$ cat src/rtl/async_fifo_pkg.sv
// Shared constants and Gray-code helpers for the asynchronous FIFO slice.
package async_fifo_pkg;

  localparam int MAX_W = 32;

  // FIFO depth for a given address width.
  function automatic int depth(input int ptr_width);
    return 1 << ptr_width;
  endfunction

  // Binary to Gray, zero-extended operands up to MAX_W bits.
  function automatic logic [MAX_W-1:0] b2g(input logic [MAX_W-1:0] b);
    return b ^ (b >> 1);
  endfunction

  // Gray to binary, prefix XOR from the MSB down.
  function automatic logic [MAX_W-1:0] g2b(input logic [MAX_W-1:0] g);
    logic [MAX_W-1:0] b;
    b[MAX_W-1] = g[MAX_W-1];
    for (int i = MAX_W - 2; i >= 0; i--) b[i] = b[i+1] ^ g[i];
    return b;
  endfunction

endpackage

$ cat src/rtl/b2g_conv.sv
// Combinational binary-to-Gray converter.
module b2g_conv #(
  parameter int WIDTH = 4
) (
  input  logic [WIDTH-1:0] bin,
  output logic [WIDTH-1:0] gray
);

  assign gray = bin ^ (bin >> 1);

endmodule

$ cat src/rtl/g2b_conv.sv
// Combinational Gray-to-binary converter: each binary bit is the XOR of all
// Gray bits at or above it.
module g2b_conv #(
  parameter int WIDTH = 4
) (
  input  logic [WIDTH-1:0] gray,
  output logic [WIDTH-1:0] bin
);

  // Each bit is an independent reduction, so no bit depends on another
  // output bit and the network stays a flat XOR tree.
  for (genvar i = 0; i < WIDTH; i++) begin : g_bit
    assign bin[i] = ^gray[WIDTH-1:i];
  end

endmodule

$ cat src/rtl/wptr_ctrl.sv
// Write-domain pointer controller for the asynchronous FIFO: gates the memory
// write strobe, advances the binary/Gray write pointer and derives full,
// almost-full, occupancy and sticky-overflow status from the synchronised
// read pointer.
module wptr_ctrl
  import async_fifo_pkg::*;
#(
  parameter int PTR_WIDTH = 3,
  parameter int AFULL_LVL = 6
) (
  input  logic                 wclk,
  input  logic                 wrst_n,
  input  logic                 winc,
  input  logic [PTR_WIDTH:0]   wq2_rptr,
  input  logic                 wovf_clr,
  output logic [PTR_WIDTH:0]   wptr,
  output logic [PTR_WIDTH-1:0] waddr,
  output logic                 wen,
  output logic                 wfull,
  output logic                 walmost_full,
  output logic [PTR_WIDTH:0]   wcount,
  output logic                 wovf
);

  localparam int W     = PTR_WIDTH + 1;
  localparam int DEPTH = depth(PTR_WIDTH);
  // Threshold clamped to the FIFO depth so an out-of-range setting behaves
  // like "almost full only when full".
  localparam logic [W-1:0] AFULL_THR =
    (AFULL_LVL > DEPTH) ? W'(DEPTH) : W'(AFULL_LVL);

  logic [W-1:0] wbin;
  logic [W-1:0] wbin_next;
  logic [W-1:0] wgray_next;
  logic [W-1:0] rbin_sync;
  logic [W-1:0] occ_next;
  logic [W-1:0] full_gray;

  // A write is accepted only while not full; this same term advances wbin.
  assign wen       = winc & ~wfull;
  assign wbin_next = wbin + W'(wen);
  assign waddr     = wbin[PTR_WIDTH-1:0];

  b2g_conv #(.WIDTH(W)) u_b2g (
    .bin  (wbin_next),
    .gray (wgray_next)
  );

  g2b_conv #(.WIDTH(W)) u_g2b (
    .gray (wq2_rptr),
    .bin  (rbin_sync)
  );

  // Full when the next write pointer is exactly one lap ahead of the read
  // pointer: in Gray code that is the top two bits inverted.
  assign full_gray = {~wq2_rptr[W-1:W-2], wq2_rptr[W-3:0]};
  assign occ_next  = wbin_next - rbin_sync;

  // Pointer and status registers, all cleared asynchronously.
  // NOTE: non-blocking assignments keep every flop sampling pre-edge values,
  // so wfull and wbin here see the same old state that wen was built from.
  always_ff @(posedge wclk or negedge wrst_n) begin
    if (!wrst_n) begin
      wbin         <= '0;
      wptr         <= '0;
      wfull        <= 1'b0;
      walmost_full <= 1'b0;
      wcount       <= '0;
    end else begin
      wbin         <= wbin_next;
      wptr         <= wgray_next;
      wfull        <= (wgray_next == full_gray);
      walmost_full <= (occ_next >= AFULL_THR);
      wcount       <= occ_next;
    end
  end

  // Sticky overflow: a refused write sets it, and set wins over clear.
  always_ff @(posedge wclk or negedge wrst_n) begin
    if (!wrst_n)             wovf <= 1'b0;
    else if (winc && wfull)  wovf <= 1'b1;
    else if (wovf_clr)       wovf <= 1'b0;
  end

endmodule
$ cat config.mk
export PLATFORM = sky130hd
export DESIGN_NAME = wptr_ctrl
export DESIGN_NICKNAME = d
export VERILOG_FILES = /design/src/rtl/async_fifo_pkg.sv /design/src/rtl/b2g_conv.sv /design/src/rtl/g2b_conv.sv /design/src/rtl/wptr_ctrl.sv
export SDC_FILE = /design/constraint.sdc
export NUM_CORES = 1
export LEC_CHECK = 0
export CORE_MARGIN = 5
export CORE_UTILIZATION = 47
export DETAILED_ROUTE_END_ITERATION = 7
export GPL_TIMING_DRIVEN = 0
export PLACE_DENSITY = 0.81
export SYNTH_ARGS = -nofsm -noshare
export SYNTH_HDL_FRONTEND = slang
export SYNTH_SLANG_ARGS = --single-unit
$ cat constraint.sdc
create_clock -name wclk -period 5.7 [get_ports wclk]
set_clock_uncertainty 0.05 [all_clocks]
set_input_delay 1.71 -clock wclk [delete_from_list [all_inputs] [get_ports wclk]]
set_output_delay 1.71 -clock wclk [all_outputs]
set_load 0.01 [all_outputs]
=== Yosys cells after proc, flatten, opt, wreduce, memory -nomap -nowiden ===
Index checks and enable logic that the tools add are counted.

* Logic and storage cells: 21
* Output and inout port bits: 15
* Input bits: 8
* Register bits after elaboration: 15

* Multiplexer cells: 2
* Order comparisons: 1
* Bitwise logic cells: 4
* $add $sub $neg: 2
* Reduce and logical (&&, ||, !) cells: 5
* Eq/ne operators: 1

{| class="wikitable"
|+ Operator list
! kind !! count
|-
| $add 4x1->4 || 1
|-
| $eq 4x4->1 || 1
|-
| $ge 4x3->1 const B || 1
|-
| $reduce_xor 4->1 || 1
|-
| $sub 4x4->4 || 1
|-
| $xor 4x3->4 || 1
|-
| $reduce_xor 3->1 || 1
|-
| $mux 1 || 2
|-
| $not 2->2 || 1
|-
| $reduce_bool 2->1 || 1
|-
| $reduce_xor 2->1 || 1
|-
| $and 1x1->1 || 1
|-
| $logic_and 1x1->1 || 1
|-
| $not 1->1 || 1
|}

=== Longest topological paths before layout ===
* Depth after elaboration: 5
* Mapped depth: 9
* Mapped depth without buffers: 9

=== By module ===
A second synthesis with hierarchy kept.

* Cell total of the unflattened synthesis: 57
* Area, all modules: 734.5 um^2

{| class="wikitable"
|+ By module, submodules not included
! module !! seq. area each (um^2) !! times used !! area an instance (um^2) !! cells each
|-
| wptr_ctrl || 375.4 || 1 || 650.6 || 48
|-
| g2b_conv || 0.0 || 1 || 50.0 || 5
|-
| b2g_conv || 0.0 || 1 || 33.8 || 4
|}

=== Least setup slack after synthesis ===
No wires, ideal clock.

* Path type: in2out
* From: in winc
* To: out wen
* Slack: 1995 ps
* Cell stages on the path: 1
* Data arrival time: 1945 ps
* Buffers on the path: 0
* Data required time: 3940 ps
* Cells stage by stage: nor2b_1

* Word-level cells in the longest chain between the ends: 1

{| class="wikitable"
|+ Ends and longest elaborated chain
! element !! RTL line !! text
|-
| start, declared || wptr_ctrl.sv:13 || <nowiki>input logic winc,</nowiki>
|-
| $and 1x1->1 || wptr_ctrl.sv:40 || <nowiki>assign wen = winc & ~wfull;</nowiki>
|-
| end, declared || wptr_ctrl.sv:18 || <nowiki>output logic wen,</nowiki>
|}

Every way passes these cells.

=== Final worst setup path ===
Ends and elaborated chain as after synthesis.

==> implementation parameters <==
Parameter                              Value

Floorplanning
  Initial Utilization    48.4%
  Die height    49.2 um
  Number of core rows    14
  X dimension of the die    49.2 um
  Die Outline Area    0.00242 sq mm
  Number of placed I/O pins    23
  Placeable core area    0.00149 sq mm

Min path
  Hold path startpoint    wfull
  Class of the most critical hold timing path    reg -> reg

GRT
  Overflow left after global routing    0
  Vias in the first global route    527
  Wire length of the first global-routing pass    2.22 mm
  Number of antenna violations at the first check in global routing    0
  Pin count of the biggest net entering global routing    15
  Overall track demand over capacity in global routing    11.5%

Layout
  Net count, final    101
  Post-route cell area    997 sq um
  Register cell area after layout    350 sq um
  Ratio of cells with drive above 1 in the final layout    6.98%
  Area growth from synthesis to final layout    38.4%
  Total area of multi-input combinational cells    340 sq um
  Filler Cell Count    106
  # diodes    0

Timing
  Hold_ws    521 ps
  Fmax achieved    0.214 GHz
  Sum of negative setup slack    0 ps
  Total of endpoints with negative setup slack in the final report    0
  Setup slack after layout    1020 ps
  Max-slew violations    0
  Unrepaired setup endpoints after global routing    false
  Worst-margin pin slew    605 ps
  Fraction of the cycle the final worst path needs    82.2%
  Worst slew margin    59.5%
  Shortest period the worst path allows    4680 ps
  Hold violation total from the final report    0

Clocking
  Setup Buffers After CTS    0
  Resized Gates After CTS    0
  Number of H-tree levels    1
  Cts bufs inserted    3
  CTS tree    built
  # hold bufs at CTS    0
  CTS clock-pin slew for the worst setup and hold paths    90 ps
  Root buffer selected by CTS    clkbuf_4
  Clock latency of the later-clocked register in the worst-skew pair    280 ps
  Clock sink total    14
  Largest buffer count on any clock path    2

Power
  Power Density    709 mW/mm^2
  Peak supply drop    0.000429 V
  Design Power    0.707 mW
  Leakage power total    0.444 nW

Setup path
  Worst setup path class    in -> out
  CP delay by family, top    buffers and inverters
  Worst setup path start    winc
  Crit Path Max Fanout    2
  Worst R2R Start    wfull
  Critical Path Source Type    primary input
  Cell mode on critical path    clkdlybuf4s50_1
  Cell with the biggest individual delay on the critical path    clkdlybuf4s50_1
  Cells traversed along the worst timing path    clkdlybuf4s50_1 > nor2b_1 > clkdlybuf4s50_1
  Worst Setup End Kind    primary output
  Data required time at the worst endpoint    3940 ps
  Data arrival time at the worst-slack endpoint    2920 ps
  Slack of the worst reg-to-reg path    3220 ps
  Buffering stage count on the worst path with inverters included    2
  CP max stage delay    560 ps

Synthesis
  Post-synthesis sequential element count    14
  Share of the synthesized netlist area taken by xor and xnor gates    20.5%
  Post-synth net total    74
  Fraction of the mapped netlist area in simple logic gates    4.51%
  Synthesized area    721 sq um
  Distinct cells, synth    22
  Post-Synthesis Cells    60
  Mean area per synthesized cell    12.0 sq um
  Area fraction in compound gates after synthesis    9.38%
  Adder-cell share of the synthesized area    11.5%
  Post-synthesis mux area share    1.39%
  Count of yosys warnings during synthesis    0
  Proportion of synthesized chip area in sequential cells    48.6%
  Main combinational cell family by area after synthesis    XOR/XNOR gates

Detailed routing
  Total Wirelength    1.34 mm
  Wire length per cell after detailed routing    13.1 um
  Number of optimization iterations in the first detailed-route pass    4
  Via count    506
  Routed vias/inst    4.96
  Detailed Route Iter0 Violations    10
  DRC viols    0
  Post-route ant nets    0

Place
  Cell area reported after detailed placement    961 sq um
  Detailed Place HPWL    1.07 mm
  Count of input and output buffers    22
  Setup Slack @ Placement    1020 ps
  Last weighted congestion value of the routability-driven placer    0.746

Run status
  Result of the run    finished, final reports clean

Flow run
  Maxcap violations    0
## per-stage QoR
stage               util (%)  cells
CTS                     67.0    102
finish                  67.0    102
global route            67.0    102
detailed placement      64.5     98
floorplan                  -     60
global placement        64.5     98
## Yosys cell counts, drive strengths merged
library cell	count	area share [%]
xor2	6	8.3
o22a	1	1.2
a21oi	1	0.69
mux2i	1	1.4
or3	1	0.87
a21boi	1	1.0
and3	1	0.87
nor2b	1	0.87
o211ai	1	1.0
xnor2	10	12
ha	5	8.7
o21ai	1	0.69
inv	8	4.2
fa	1	2.8
a211oi	2	2.8
nand3	2	1.4
a31oi	1	0.87
a21o	1	1.0
nand2	1	0.52
dfrtp	14	49
## worst paths after layout
check                          endpoint  cells after the start
setup reg to reg           walmost_full                      9
hold reg to reg                    wovf                      2
max in group asynchronous  walmost_full                      1
min in group asynchronous       wptr[0]                      1
hold / removal                     wovf                      2
setup / recovery                    wen                      3
## cells in the final DEF, fill, tap and decap left out, types with 2 or more instances in the layout
master,n
clkdlybuf4s50_1,22
xor2_1,5
nand3_1,2
clkbuf_4,3
xnor2_1,10
ha_1,5
dfrtp_1,14
inv_1,8
## cell families (layout without fill, tap and decap cells)
group | after synthesis | after routing
xor gates and xnor gates | 16 | 16
and+or+nand+nor | 6 | 6
muxes | 1 | 1
DFF | 14 | 14
buffers and inverters | 8 | 34
adders and majority gates | 6 | 6
AOI/OAI and AO/OA | 9 | 9
## report_power, final
part / switching, mW / internal, mW / total, mW
clock: 0.0340 / 0.0389 / 0.0729
combinational: 0.216 / 0.235 / 0.451
sequential: 0.0270 / 0.156 / 0.183
## registers in the layout (all words and copies together), names as in the netlist
name	count
wptr	3
wcount	4
wbin	4
wovf	1
walmost_full	1
wfull	1
## tightest hold or removal path, stage by stage (launching register included)
cell and delay, ps:
dfrtp_1 380, nand2_1 60, o21ai_0 100
## layer usage
metal  vias to the layer above  routed length, um  track usage, %
li1                        252                  -               -
met1                       239                563            13.7
met2                        15                672            19.7
met3                         0                 98            3.67
met4                         0                  0            2.69
met5                         -                  0               0
## final cells by class
cell class,count,area share [%]
flip-flops and latches,14,35.1
well taps,16,2.01
multi-input cells,38,34.1
clock buffers,4,3.64
inverters,8,3.01
repair buffers,22,22.1
Power figures use the tool's default switching activity.
